[config.mk]
export PLATFORM = sky130hd
export DESIGN_NAME = reduce_arbiter_flat
export DESIGN_NICKNAME = d
export VERILOG_FILES = /design/src/rtl/reduce_arbiter_if.sv /design/src/rtl/reduce_arbiter.sv /design/src/flat_wrapper.sv
export SDC_FILE = /design/constraint.sdc
export NUM_CORES = 1
export LEC_CHECK = 0
export ABC_CLOCK_PERIOD_IN_PS = 1900
export BUFFER_PORTS_ARGS = -buffer_cell sky130_fd_sc_hd__buf_2
export CAP_MARGIN = 40
export CELL_PAD_IN_SITES_DETAIL_PLACEMENT = 0
export CELL_PAD_IN_SITES_GLOBAL_PLACEMENT = 1
export CORE_ASPECT_RATIO = 0.5
export CORE_MARGIN = 4
export CORE_UTILIZATION = 38
export CTS_CLUSTER_DIAMETER = 200
export CTS_CLUSTER_SIZE = 40
export DETAILED_ROUTE_END_ITERATION = 8
export PLACE_DENSITY_LB_ADDON = 0.1
export RECOVER_POWER = 50
export REMOVE_ABC_BUFFERS = 1
export SKIP_CTS_REPAIR_TIMING = 1
export SYNTH_ARGS = -nofsm -noshare
export SYNTH_HDL_FRONTEND = slang
export SYNTH_SLANG_ARGS = --single-unit
[constraint.sdc]
create_clock -name clk -period 1.9 [get_ports clk]
set_input_delay 0.38 -clock clk [delete_from_list [all_inputs] [get_ports clk]]
set_output_delay 0.38 -clock clk [all_outputs]
set_load 0.005 [all_outputs]
[src/rtl/reduce_arbiter_if.sv]
// reduce_arbiter_if: request/response bundle between requesters and the shared
// AND/OR reduction unit.
//   req_valid/req_data/req_ready : per-requester request handshake (one-hot ready)
//   rsp_valid/rsp_ready          : response handshake
//   rsp_id/rsp_and/rsp_or        : result owner and reduction values
// master = requester/consumer side, slave = arbiter side.
interface reduce_arbiter_if #(
  parameter int unsigned NUM_REQ = 4,
  parameter int unsigned WIDTH   = 4
);
  localparam int unsigned ID_W = (NUM_REQ > 1) ? $clog2(NUM_REQ) : 1;

  logic [NUM_REQ-1:0]       req_valid;
  logic [NUM_REQ*WIDTH-1:0] req_data;
  logic [NUM_REQ-1:0]       req_ready;
  logic                     rsp_valid;
  logic                     rsp_ready;
  logic [ID_W-1:0]          rsp_id;
  logic                     rsp_and;
  logic                     rsp_or;

  modport master (
    output req_valid, req_data, rsp_ready,
    input  req_ready, rsp_valid, rsp_id, rsp_and, rsp_or
  );

  modport slave (
    input  req_valid, req_data, rsp_ready,
    output req_ready, rsp_valid, rsp_id, rsp_and, rsp_or
  );
endinterface

[src/rtl/reduce_arbiter.sv]
// reduce_arbiter: round-robin shares one registered 4-input AND/OR reduction
// among NUM_REQ requesters. A granted operand is captured in IDLE, reduced in
// EVAL and held on the response port in RESP until consumed.
//   clk, rst_n : clock, asynchronous active-low reset
//   bus        : reduce_arbiter_if.slave request/response bundle
//   done_cnt   : completed responses, wraps modulo 2^CNT_W
//   busy       : high whenever a transaction is in flight (state != IDLE)
module reduce_arbiter #(
  parameter int unsigned NUM_REQ = 4,
  parameter int unsigned WIDTH   = 4,
  parameter int unsigned CNT_W   = 16
) (
  input  logic              clk,
  input  logic              rst_n,
  reduce_arbiter_if.slave   bus,
  output logic [CNT_W-1:0]  done_cnt,
  output logic              busy
);

  localparam int unsigned ID_W = (NUM_REQ > 1) ? $clog2(NUM_REQ) : 1;

  typedef enum logic [1:0] {
    IDLE = 2'd0,
    EVAL = 2'd1,
    RESP = 2'd2
  } state_e;

  state_e             state_q, state_d;
  logic [ID_W-1:0]    ptr_q, ptr_d;
  logic [ID_W-1:0]    win_q, win_d;
  logic [WIDTH-1:0]   opnd_q, opnd_d;
  logic               rsp_valid_q, rsp_valid_d;
  logic [ID_W-1:0]    rsp_id_q, rsp_id_d;
  logic               rsp_and_q, rsp_and_d;
  logic               rsp_or_q, rsp_or_d;
  logic [CNT_W-1:0]   done_cnt_q, done_cnt_d;

  logic [ID_W-1:0]    pick_c;
  logic               pick_found_c;
  logic [NUM_REQ-1:0] req_ready_c;
  int unsigned        scan_idx;

  // Round-robin pick: first valid requester scanning upward from ptr_q with wrap.
  always_comb begin
    pick_c       = '0;
    pick_found_c = 1'b0;
    scan_idx     = 0;
    for (int unsigned k = 0; k < NUM_REQ; k++) begin
      scan_idx = (32'(ptr_q) + k) % NUM_REQ;
      if (!pick_found_c && bus.req_valid[ID_W'(scan_idx)]) begin
        pick_c       = ID_W'(scan_idx);
        pick_found_c = 1'b1;
      end
    end
  end

  // Next-state and datapath updates.
  always_comb begin
    state_d     = state_q;
    ptr_d       = ptr_q;
    win_d       = win_q;
    opnd_d      = opnd_q;
    rsp_valid_d = rsp_valid_q;
    rsp_id_d    = rsp_id_q;
    rsp_and_d   = rsp_and_q;
    rsp_or_d    = rsp_or_q;
    done_cnt_d  = done_cnt_q;
    req_ready_c = '0;

    case (state_q)
      IDLE: begin
        if (pick_found_c) begin
          req_ready_c = NUM_REQ'(1) << pick_c;
          win_d       = pick_c;
          opnd_d      = bus.req_data[32'(pick_c)*WIDTH +: WIDTH];
          state_d     = EVAL;
        end
      end
      EVAL: begin
        rsp_and_d   = &opnd_q;
        rsp_or_d    = |opnd_q;
        rsp_id_d    = win_q;
        rsp_valid_d = 1'b1;
        state_d     = RESP;
      end
      RESP: begin
        if (bus.rsp_ready) begin
          rsp_valid_d = 1'b0;
          done_cnt_d  = done_cnt_q + CNT_W'(1);
          ptr_d       = (win_q == ID_W'(NUM_REQ - 1)) ? '0 : win_q + ID_W'(1);
          state_d     = IDLE;
        end
      end
      default: state_d = IDLE;
    endcase
  end

  always_ff @(posedge clk or negedge rst_n) begin
    if (!rst_n) begin
      state_q     <= IDLE;
      ptr_q       <= '0;
      win_q       <= '0;
      opnd_q      <= '0;
      rsp_valid_q <= 1'b0;
      rsp_id_q    <= '0;
      rsp_and_q   <= 1'b0;
      rsp_or_q    <= 1'b0;
      done_cnt_q  <= '0;
    end else begin
      state_q     <= state_d;
      ptr_q       <= ptr_d;
      win_q       <= win_d;
      opnd_q      <= opnd_d;
      rsp_valid_q <= rsp_valid_d;
      rsp_id_q    <= rsp_id_d;
      rsp_and_q   <= rsp_and_d;
      rsp_or_q    <= rsp_or_d;
      done_cnt_q  <= done_cnt_d;
    end
  end

  // Grant is combinational; masked by reset so no requester sees an accept while held in reset.
  assign bus.req_ready = req_ready_c & {NUM_REQ{rst_n}};
  assign bus.rsp_valid = rsp_valid_q;
  assign bus.rsp_id    = rsp_id_q;
  assign bus.rsp_and   = rsp_and_q;
  assign bus.rsp_or    = rsp_or_q;
  assign done_cnt      = done_cnt_q;
  assign busy          = (state_q != IDLE);

endmodule

[src/flat_wrapper.sv]
// flat-port wrapper written by rule: the top's interface ports become plain ports
module reduce_arbiter_flat 
#(
  parameter int unsigned NUM_REQ = 4,
  parameter int unsigned WIDTH   = 4,
  parameter int unsigned CNT_W   = 16
)
  (clk, rst_n, done_cnt, busy, bus_req_valid, bus_req_data, bus_rsp_ready, bus_req_ready, bus_rsp_valid, bus_rsp_id, bus_rsp_and, bus_rsp_or);
  reduce_arbiter_if #(.NUM_REQ(NUM_REQ), .WIDTH(WIDTH)) bus_i ();
  input  logic clk;
  input  logic rst_n;
  output logic [CNT_W-1:0] done_cnt;
  output logic busy;
  input wire logic [$bits(bus_i.req_valid)-1:0] bus_req_valid;
  input wire logic [$bits(bus_i.req_data)-1:0] bus_req_data;
  input wire logic [$bits(bus_i.rsp_ready)-1:0] bus_rsp_ready;
  output wire logic [$bits(bus_i.req_ready)-1:0] bus_req_ready;
  output wire logic [$bits(bus_i.rsp_valid)-1:0] bus_rsp_valid;
  output wire logic [$bits(bus_i.rsp_id)-1:0] bus_rsp_id;
  output wire logic [$bits(bus_i.rsp_and)-1:0] bus_rsp_and;
  output wire logic [$bits(bus_i.rsp_or)-1:0] bus_rsp_or;
  assign bus_i.req_valid = bus_req_valid;
  assign bus_i.req_data = bus_req_data;
  assign bus_i.rsp_ready = bus_rsp_ready;
  assign bus_req_ready = bus_i.req_ready;
  assign bus_rsp_valid = bus_i.rsp_valid;
  assign bus_rsp_id = bus_i.rsp_id;
  assign bus_rsp_and = bus_i.rsp_and;
  assign bus_rsp_or = bus_i.rsp_or;
  reduce_arbiter #(.NUM_REQ(NUM_REQ), .WIDTH(WIDTH), .CNT_W(CNT_W)) u_core (.clk(clk), .rst_n(rst_n), .bus(bus_i), .done_cnt(done_cnt), .busy(busy));
endmodule
==> flow_summary.yaml <==
placement:
  port_buffers: 48
  placedCellCount: 239
  gp_congestion: 0.746
  dp_hpwl_um: 2360
cells_and_area:
  stdcell_count: 256
  syn_to_final_growth_pct: 33.3
  drive_gt1_share_pct: 42.0
  final_core_util_pct: 55.8
  nNetsFinal: 229
  n_antenna_cell: 0
synthesis:
  synth_compound_area_share_pct: 6.90
  yosys-top-cells-count: "31 x dfrtp_1, 26 x nand2_1, 10 x xnor2_1"
  synth_ff_type: "dfrtp_1"
  async_flop_share_pct: 100
  synth_edf_count: 0
  synth_warnings: 0
  synth_cell_types: 38
  synth_area_um2: 1520
  yosysTopAreaCell: "dfrtp_1"
  yosys.area.top_type_share_pct: 50.9
  synth_xor_area_share_pct: 8.62
  syn_inst: 140
  syn_area_per_cell_um2: 10.9
  ys_seq_area_share_pct: 50.9
  synth.most_common_cell: "dfrtp_1"
  synth_fa_ha_area_share_pct: 1.64
  synth-seq-cells: 31
  synthTopCellsByArea: "dfrtp_1 51%, nand2_1 6.4%, xnor2_1 5.7%"
  synthMuxAreaShare_pct: 6.73
  synth_top_family_by_area: "simple AND/OR/NAND/NOR gates"
  synthSimpleGateAreaFrac_pct: 22.2
timing:
  rsz0062_at_grt: "yes"
  hold_slack_ps: 319
  tightest_slew_ps: 751
  hold_viol_final: 0
  setup_violations: 4
  skew_ps: 4.00
  worst_slack_ps: -88.7
  period_share_pct: 105
  slew_headroom_pct: 49.9
  fmax_mhz: 503
  maxSlewViolCount: 0
  fin_crit_ps: 1990
detailed_routing:
  drc: 0
  ant_nets: 0
  via_count: 1189
  drtPass1Iterations: 4
  routed_wl_um: 3160
  drt-vias-per-instance: 4.64
  drtIter0Drc: 17
  wl_per_cell_um: 12.3
clock_network:
  cts_buffers: 5
  h-tree-depth: 2
  clkSlewWorstSetupHoldPaths_ps: 60
  clockBufferDepth: 2
  cts.sinks: 31
  tritoncts: "done"
  clk_latency_ps: 280
  cts_root_buf: "clkbuf_8"
global_route:
  grt_pass1_vias: 1171
  grt_pass1_wl_um: 5370
  globalRouteTotalUtil_pct: 13.8
  overflow: 0
  antenna_found_initial: 0
  grt_max_degree: 32
status:
  violations: "negative setup slack"
  status: "finished, violations left"
power_and_ir_drop:
  p_leak_nw: 1.08
  peakVddDrop_uv: 442
  power_density_nw_per_um2: 1240
critical_path:
  cp_data_arrival_time_ps: 1610
  crit_fanout: 5
  worstPathRequired_ps: 1520
  crit_chain: "a21o_1 > a21oi_2 > o22ai_2 > nand2b_4 > nor3_2 > buf_2"
  worst-path-buf-inv: 1
  start_kind: "flop"
  cpMaxStageDelayCell: "dfrtp_2"
  endpoint_kind: "primary output"
  crit_type: "reg -> out"
  cp_top_family: "compound AO/OA/AOI/OAI gates"
  critPathMaxStageDelay_ps: 430
floorplanning:
  dieArea_um2: 5150
  io_pins: 49
  initial_core_util_pct: 41.9
  coreArea_um2: 3640
  die_h_um: 52.8
  die_w_um: 97.6
  rows: 15
min_path:
  hp-class: "in -> reg"
job:
  drv_cap: 0
==> area by class of cell <==
cell class	instances	area, µm²
clock inverters	1	5.00
well taps	51	63.8
multi-input cells	102	762
fillers	351	1610
clock buffers	7	76.3
flip-flops and latches	31	778
inverters	4	20.0
repair buffers	60	327
==> cell families (layout without fill, tap and decap cells) <==
family,Yosys count,after routing
AOI/OAI and AO/OA,14,14
xor gates and xnor gates,15,15
adders and majority gates,2,2
buffers and inverters,7,72
DFF,31,31
muxes,10,10
and+or+nand+nor,61,61
==> metrics by stage <==
step	setup slack (ps)	area, µm²	TNS (ps)	total power, W
2_1_floorplan	157	1500	0	0.00153
3_3_place_gp	99.9	1820	0	0.00183
3_5_place_dp	88.6	1820	0	0.00184
4_1_cts	-196	1910	-623	0.00234
5_1_grt	-190	2030	-652	0.00271
6_report	-88.7	2030	-263	0.00252
==> power by group <==
group          switching, W  leakage [nW]  internal (W)
sequential         0.000176         0.401      0.000854
combinational      0.000474         0.637      0.000528
clock              0.000228        0.0422      0.000256
total              0.000877          1.08       0.00164
==> metal layers <==
layer / vias up / routed length (µm) / GRT usage (%)
met5: - / 0 / 0
met1: 528 / 1560 / 17.3
li1: 617 / - / -
met2: 37 / 1300 / 20.6
met4: 0 / 69 / 7.59
met3: 7 / 236 / 5.31
==> layout by cell type (no fill, tap or decap), types with 2 or more instances in the layout <==
cell      count
buf_2        47
dfrtp_1      29
nand2_1      25
buf_4        11
xnor2_1      10
mux2i_1       8
nor2_1        6
xor2_1        5
clkbuf_8      5
o221ai_1      4
o21ai_0       4
inv_1         3
nand4_1       3
nand3_1       3
clkbuf_1      3
nor4_1        2
nor3_2        2
nor3_4        2
and4_1        2
nand2b_1      2
mux2_2        2
and3_1        2
ha_1          2
dfrtp_2       2
==> registers in the layout, summed over array words and instances (netlist names) <==
| register | count |
|---|---|
| u_core.done_cnt | 16 |
| u_core.opnd_q | 4 |
| u_core.bus.rsp_id | 2 |
| u_core.ptr_q | 2 |
| u_core.state_q | 2 |
| u_core.win_q | 2 |
| u_core.bus.rsp_and | 1 |
| u_core.bus.rsp_or | 1 |
| u_core.bus.rsp_valid | 1 |
==> final timing paths <==
kind | from | to | slack [ps] | depth (start not counted)
setup reg to reg | u_core.state_q[0] | u_core.done_cnt[14] | 200 | 6
min in group asynchronous | rst_n | u_core.done_cnt[8] | 440 | 2
max in group asynchronous | rst_n | u_core.ptr_q[1] | 930 | 2
hold reg to reg | u_core.done_cnt[15] | u_core.done_cnt[15] | 460 | 1
hold / removal | bus_rsp_ready | u_core.state_q[1] | 320 | 2
setup / recovery | u_core.ptr_q[1] | bus_req_ready[3] | -90 | 6
(Power assumes the default switching activity.)
